$ cat config.mk
export PLATFORM = sky130hd
export DESIGN_NAME = cmd_line_parser
export DESIGN_NICKNAME = d
export VERILOG_FILES = /design/src/rtl/cmd_line_parser.sv
export SDC_FILE = /design/constraint.sdc
export NUM_CORES = 1
export LEC_CHECK = 0
export ABC_AREA = 1
export CORE_UTILIZATION = 55
export DETAILED_ROUTE_END_ITERATION = 6
export DONT_BUFFER_PORTS = 1
export PLACE_DENSITY = 0.7
export SLEW_MARGIN = 20
export SYNTH_ARGS = -nofsm -noshare
export SYNTH_HDL_FRONTEND = slang
export SYNTH_SLANG_ARGS = --single-unit
$ cat constraint.sdc
create_clock -name clock -period 2.5 [get_ports clock]
set_input_delay 0 -clock clock [delete_from_list [all_inputs] [get_ports clock]]
set_output_delay 0 -clock clock [all_outputs]
set_load 0.01 [all_outputs]
$ cat src/rtl/cmd_line_parser.sv
// cmd_line_parser: collects ASCII lines from a show-ahead RX FIFO and decodes one of five command words plus NUM_PARAMS hex bytes.
// Optional byte echo port via macro CMD_LINE_PARSER_ECHO_EN. Result two cycles after the terminator pop; no pops while a command waits.
module cmd_line_parser #(
    parameter int MAX_CMD_LENGTH = 30,
    parameter int NUM_PARAMS     = 5
) (
    input  logic                      clock,
    input  logic                      reset_n,
    input  logic                      rx_fifo_empty,
    input  logic [7:0]                rx_fifo_data_out,
    output logic                      rx_fifo_read_en,
    output logic                      cmd_valid,
    input  logic                      cmd_ready,
    output logic [2:0]                cmd_type,
    output logic [8*NUM_PARAMS-1:0]   cmd_params,
    output logic                      cmd_error
`ifdef CMD_LINE_PARSER_ECHO_EN
    ,
    output logic [7:0]                echo_data,
    output logic                      echo_write_en
`endif
);
    localparam int LEN_W   = $clog2(MAX_CMD_LENGTH + 1);
    localparam int MIN_LEN = 11 + 2 * NUM_PARAMS;

    typedef enum logic [1:0] {COLLECT, PARSE, HOLD, DISCARD} state_t;

    state_t                  state;
    logic [LEN_W-1:0]        length;
    logic [7:0]              line_buf [MAX_CMD_LENGTH];
    logic                    pop_q;
    logic                    is_term;
    logic [87:0]             word;
    logic [2:0]              word_type;
    logic [4:0]              nib_hi [NUM_PARAMS];
    logic [4:0]              nib_lo [NUM_PARAMS];
    logic                    hex_ok;
    logic [8*NUM_PARAMS-1:0] params;
    logic                    parse_ok;

    // {valid, value}; the low nibble of 'A'..'F' / 'a'..'f' plus 9 gives 10..15
    function automatic logic [4:0] hex_nib(input logic [7:0] c);
        if (c >= 8'h30 && c <= 8'h39) return {1'b1, c[3:0]};
        if ((c >= 8'h41 && c <= 8'h46) || (c >= 8'h61 && c <= 8'h66)) return {1'b1, c[3:0] + 4'd9};
        return 5'd0;
    endfunction

    assign rx_fifo_read_en = reset_n && (state == COLLECT || state == DISCARD)
                             && !rx_fifo_empty && !pop_q;
    assign is_term = (rx_fifo_data_out == 8'h0D) || (rx_fifo_data_out == 8'h0A);

    always_comb begin
        word = '0;
        for (int i = 0; i < 11; i++) word[8*(10-i) +: 8] = line_buf[i];
        case (word)
            "pb_i_write,": word_type = 3'd1;
            "pb_i__read,": word_type = 3'd2;
            "pb_adc4_16,": word_type = 3'd3;
            "pb_adc4_08,": word_type = 3'd4;
            "test______,": word_type = 3'd5;
            default:       word_type = 3'd0;
        endcase
        hex_ok = 1'b1;
        params = '0;
        for (int p = 0; p < NUM_PARAMS; p++) begin
            nib_hi[p] = hex_nib(line_buf[11 + 2*p]);
            nib_lo[p] = hex_nib(line_buf[12 + 2*p]);
            hex_ok    = hex_ok & nib_hi[p][4] & nib_lo[p][4];
            params[8*p +: 8] = {nib_hi[p][3:0], nib_lo[p][3:0]};
        end
        parse_ok = (word_type != 3'd0) && hex_ok && (length >= LEN_W'(MIN_LEN));
    end

    // Line storage needs no reset: length gates every read of stale bytes
    always_ff @(posedge clock) begin
        if (state == COLLECT && rx_fifo_read_en && !is_term && length < LEN_W'(MAX_CMD_LENGTH))
            line_buf[length] <= rx_fifo_data_out;
    end

    always_ff @(posedge clock or negedge reset_n) begin
        if (!reset_n) begin
            state      <= COLLECT;
            length     <= '0;
            pop_q      <= 1'b0;
            cmd_valid  <= 1'b0;
            cmd_type   <= 3'd0;
            cmd_params <= '0;
            cmd_error  <= 1'b0;
        end else begin
            pop_q     <= rx_fifo_read_en;
            cmd_error <= 1'b0;
            case (state)
                COLLECT: begin
                    if (rx_fifo_read_en) begin
                        if (is_term) begin
                            if (length != '0) state <= PARSE;
                        end else if (length == LEN_W'(MAX_CMD_LENGTH)) begin
                            state <= DISCARD;
                        end else begin
                            length <= length + 1'b1;
                        end
                    end
                end
                PARSE: begin
                    length <= '0;
                    if (parse_ok) begin
                        state      <= HOLD;
                        cmd_valid  <= 1'b1;
                        cmd_type   <= word_type;
                        cmd_params <= params;
                    end else begin
                        state     <= COLLECT;
                        cmd_error <= 1'b1;
                    end
                end
                HOLD: begin
                    if (cmd_ready) begin
                        state      <= COLLECT;
                        cmd_valid  <= 1'b0;
                        cmd_type   <= 3'd0;
                        cmd_params <= '0;
                    end
                end
                DISCARD: begin
                    if (rx_fifo_read_en && is_term) begin
                        state     <= COLLECT;
                        length    <= '0;
                        cmd_error <= 1'b1;
                    end
                end
                default: state <= COLLECT;
            endcase
        end
    end

`ifdef CMD_LINE_PARSER_ECHO_EN
    always_ff @(posedge clock or negedge reset_n) begin
        if (!reset_n) begin
            echo_data     <= 8'd0;
            echo_write_en <= 1'b0;
        end else begin
            echo_write_en <= rx_fifo_read_en;
            if (rx_fifo_read_en) echo_data <= rx_fifo_data_out;
        end
    end
`endif

endmodule

==> results.cfg <==
[placed_design]
routabilityCongestion = 0.9198
dpl_cell_area_mm2 = 0.01133
dp_hpwl_mm = 15.94
numPortBuffers = 0

[cts]
clock_latency_ps = 520
cts_made_buffers = 25
cts_root_buf = clkbuf_16
cts_buffer_depth = 3
clk_pin_slew_ps = 60
cts_max_level = 1
cts_tree = built
cts.sinks = 221

[floorplan]
die_w_um = 142.8
initial_core_util_pct = 56.05
placement_rows = 51
ios = 58
die_h_um = 142.8
core_mm2 = 0.01946
fp.dieArea_mm2 = 0.02040

[synthesis]
yosysTopAreaCell = edfxtp_1
avgSynthCellArea_um2 = 9.437
yosys.area.top_type_share_pct = 46.24
syn_inst = 1156
syn_area_mm2 = 0.01091
syn_nets = 1206
synth_area_leaders = edfxtp_1 46%, dfrtp_1 12%, nand2_1 9.8%, nor2_1 6.1%, nand3_1 5.0%
yosysWarningCount = 0
ys_seq_elements = 221
ys_types = 30
ys_seq_area_share_pct = 58.40

[sta]
fin_crit_ps = 2371
tns_ps = 0
fin_crit_sh_pct = 94.84
rsz0062_at_grt = yes
fmax_mhz = 421.8
skew_ps = 16.41
relSlewSlack_pct = 61.40
setup_viol = 0
maxSlewViolCount = 0
tightestPinTransition_ps = 579.1
whs_ps = 26.70
finalHoldViolCount = 0

[run_status]
run_status = completed

[power]
powerDensity_mw_per_mm2 = 771.1
peakVddDrop_uv = 643.4
finalPower_uw = 9754
p_leak_uw = 0.005315

[global_route]
grt_max_degree = 42
grt_pass1_wl_mm = 38.19
grt_pass1_vias = 7475
track_usage_pct = 24.83
antenna_found_initial = 0
overflow = 0

[setup_path]
rrSetupSlack_ps = 170
critPathArrivalTime_ps = 2600
max_stage_delay_ps = 650
crit_path_start_kind = input pin
path_delay_family = buffers and inverters
cp-end-kind = flip-flop
critPathRequiredTime_ps = 2730
cp_cell_sequence = dlygate4sd3_1 > dlygate4sd3_1 > buf_16 > inv_1 > nor2_1 > nand2_1 > inv_1 > nand2_1 > a21oi_2 > nand2_1 > nor2_1 > buf_4
cp_num_buf_inv = 6
cpMaxStageDelayCell = dlygate4sd3_1
setup.worst_path.class = input pin to flip-flop
crit_path_frequent_cell = nand2_1
cp_max_fo = 15

[finish]
multi_input_area_mm2 = 0.003974
fin_util_pct = 64.99
fin_nets = 1287
drive_above_1_share_pct = 11.62
regArea_mm2 = 0.006371
area_growth_pct = 15.94
final_area_mm2 = 0.01265
fill_cells = 1576

[drt]
drt_iter0_markers = 628
dr_total_vias = 8096
wl_per_cell_um = 16.43
ant_nets = 0
vias_per_cell = 5.319
drc = 0
drt-pass1-iter-count = 7
wl_mm = 25.00

[flow_run]
drv_cap = 0

[hold_path]
hold_class = input pin to flip-flop
==> final cells by class <==
cell class	instances	area share, %
Antenna cell	1	0.01978
Clock buffer	35	5.480
Timing Repair Buffer	67	5.490
Sequential cell	221	50.37
Inverter	132	3.917
Tap cell	265	2.621
Clock inverter	11	0.6826
Multi-Input combinational cell	790	31.42
==> cell families after synthesis <==
family | after synthesis | synth area share (%)
fa+ha+maj | 38 | 4.358
simple gates | 680 | 27.61
compound gates | 54 | 2.512
flops | 221 | 58.40
xor+xnor | 15 | 1.204
buf+inv | 148 | 5.918
==> sequential cells by signal (all words and copies together), names as in the netlist <==
name and count:
cmd_valid 1, line_buf 168, pop_q 1, state 2
cmd_error 1, cmd_type 3, length 5, cmd_params 40
==> per-stage QoR <==
stage                     worst slack [ps]  instances
after floorplan                      306.2       1156
after global placement              -26.03       1433
after detailed placement            -106.0       1433
after CTS                            62.98       1503
after global routing                -47.68       1521
final                                129.1       1522
==> routing by layer <==
layer	track usage, %	vias up	routed length (um)
met3	4.930	66	1767
li1	-	3978	-
met2	41.28	258	11740
met4	9.168	0	875
met5	0	-	0
met1	32.25	3794	10610
==> cells in the final DEF, fill, tap and decap left out, drive strengths merged <==
cell / count
clkbuf: 36
buf: 55
dlygate4sd3: 11
ha: 38
dfrtp: 53
clkinv: 8
nor3: 33
nor2: 192
o211ai: 1
nor4: 2
a21oi: 29
diode: 1
edfxtp: 168
nor4b: 1
bufinv: 1
o22ai: 1
nand2: 310
nand3: 108
xor2: 15
nand4: 25
inv: 134
nand3b: 12
o21ai: 23
==> cell usage after synthesis <==
library cell	instances
a21oi_1	29
buf_2	1
buf_6	5
buf_8	1
clkbuf_1	5
clkbuf_8	4
dfrtp_1	53
edfxtp_1	168
ha_1	38
inv_1	132
nand2_1	286
nand2_2	19
nand2_8	2
nand3_1	108
nand3b_1	11
nand3b_2	1
nand4_1	25
nor2_1	178
nor2_2	13
nor2_4	1
nor3_1	29
nor3_2	4
nor4_1	1
nor4_2	1
nor4b_4	1
o211ai_1	1
o21ai_0	17
o21ai_1	6
o22ai_1	1
xor2_1	15
==> final timing paths <==
check	startpoint	to	cells past startpoint
max	reset_n	line_buf[15][0]	12
min	cmd_ready	state[1]	4
max reg2reg	line_buf[19][1]	cmd_params[35]	15
min reg2reg	cmd_params[13]	cmd_params[13]	2
max in group asynchronous	reset_n	cmd_params[13]	4
min in group asynchronous	reset_n	state[0]	3
==> power by group <==
group	internal (uW)	switching (uW)	total, uW
clock	2040	1390	3430
combinational	561	1290	1850
sequential	4210	264	4480
==> timing repair <==
item,4_1_cts,5_1_grt
gates cloned,1,3
gates resized for setup,2,11
hold endpoints to repair,223,0
setup endpoints to repair,44,213
buffers inserted,2,15
hold buffers,21,0
pin swaps,1,3
==> tightest hold or removal path: stages <==
cell	delay [ps]
nor2_1	50
nand3b_1	210
o21ai_0	180
nand2_1	60
(Power assumes the default switching activity.)
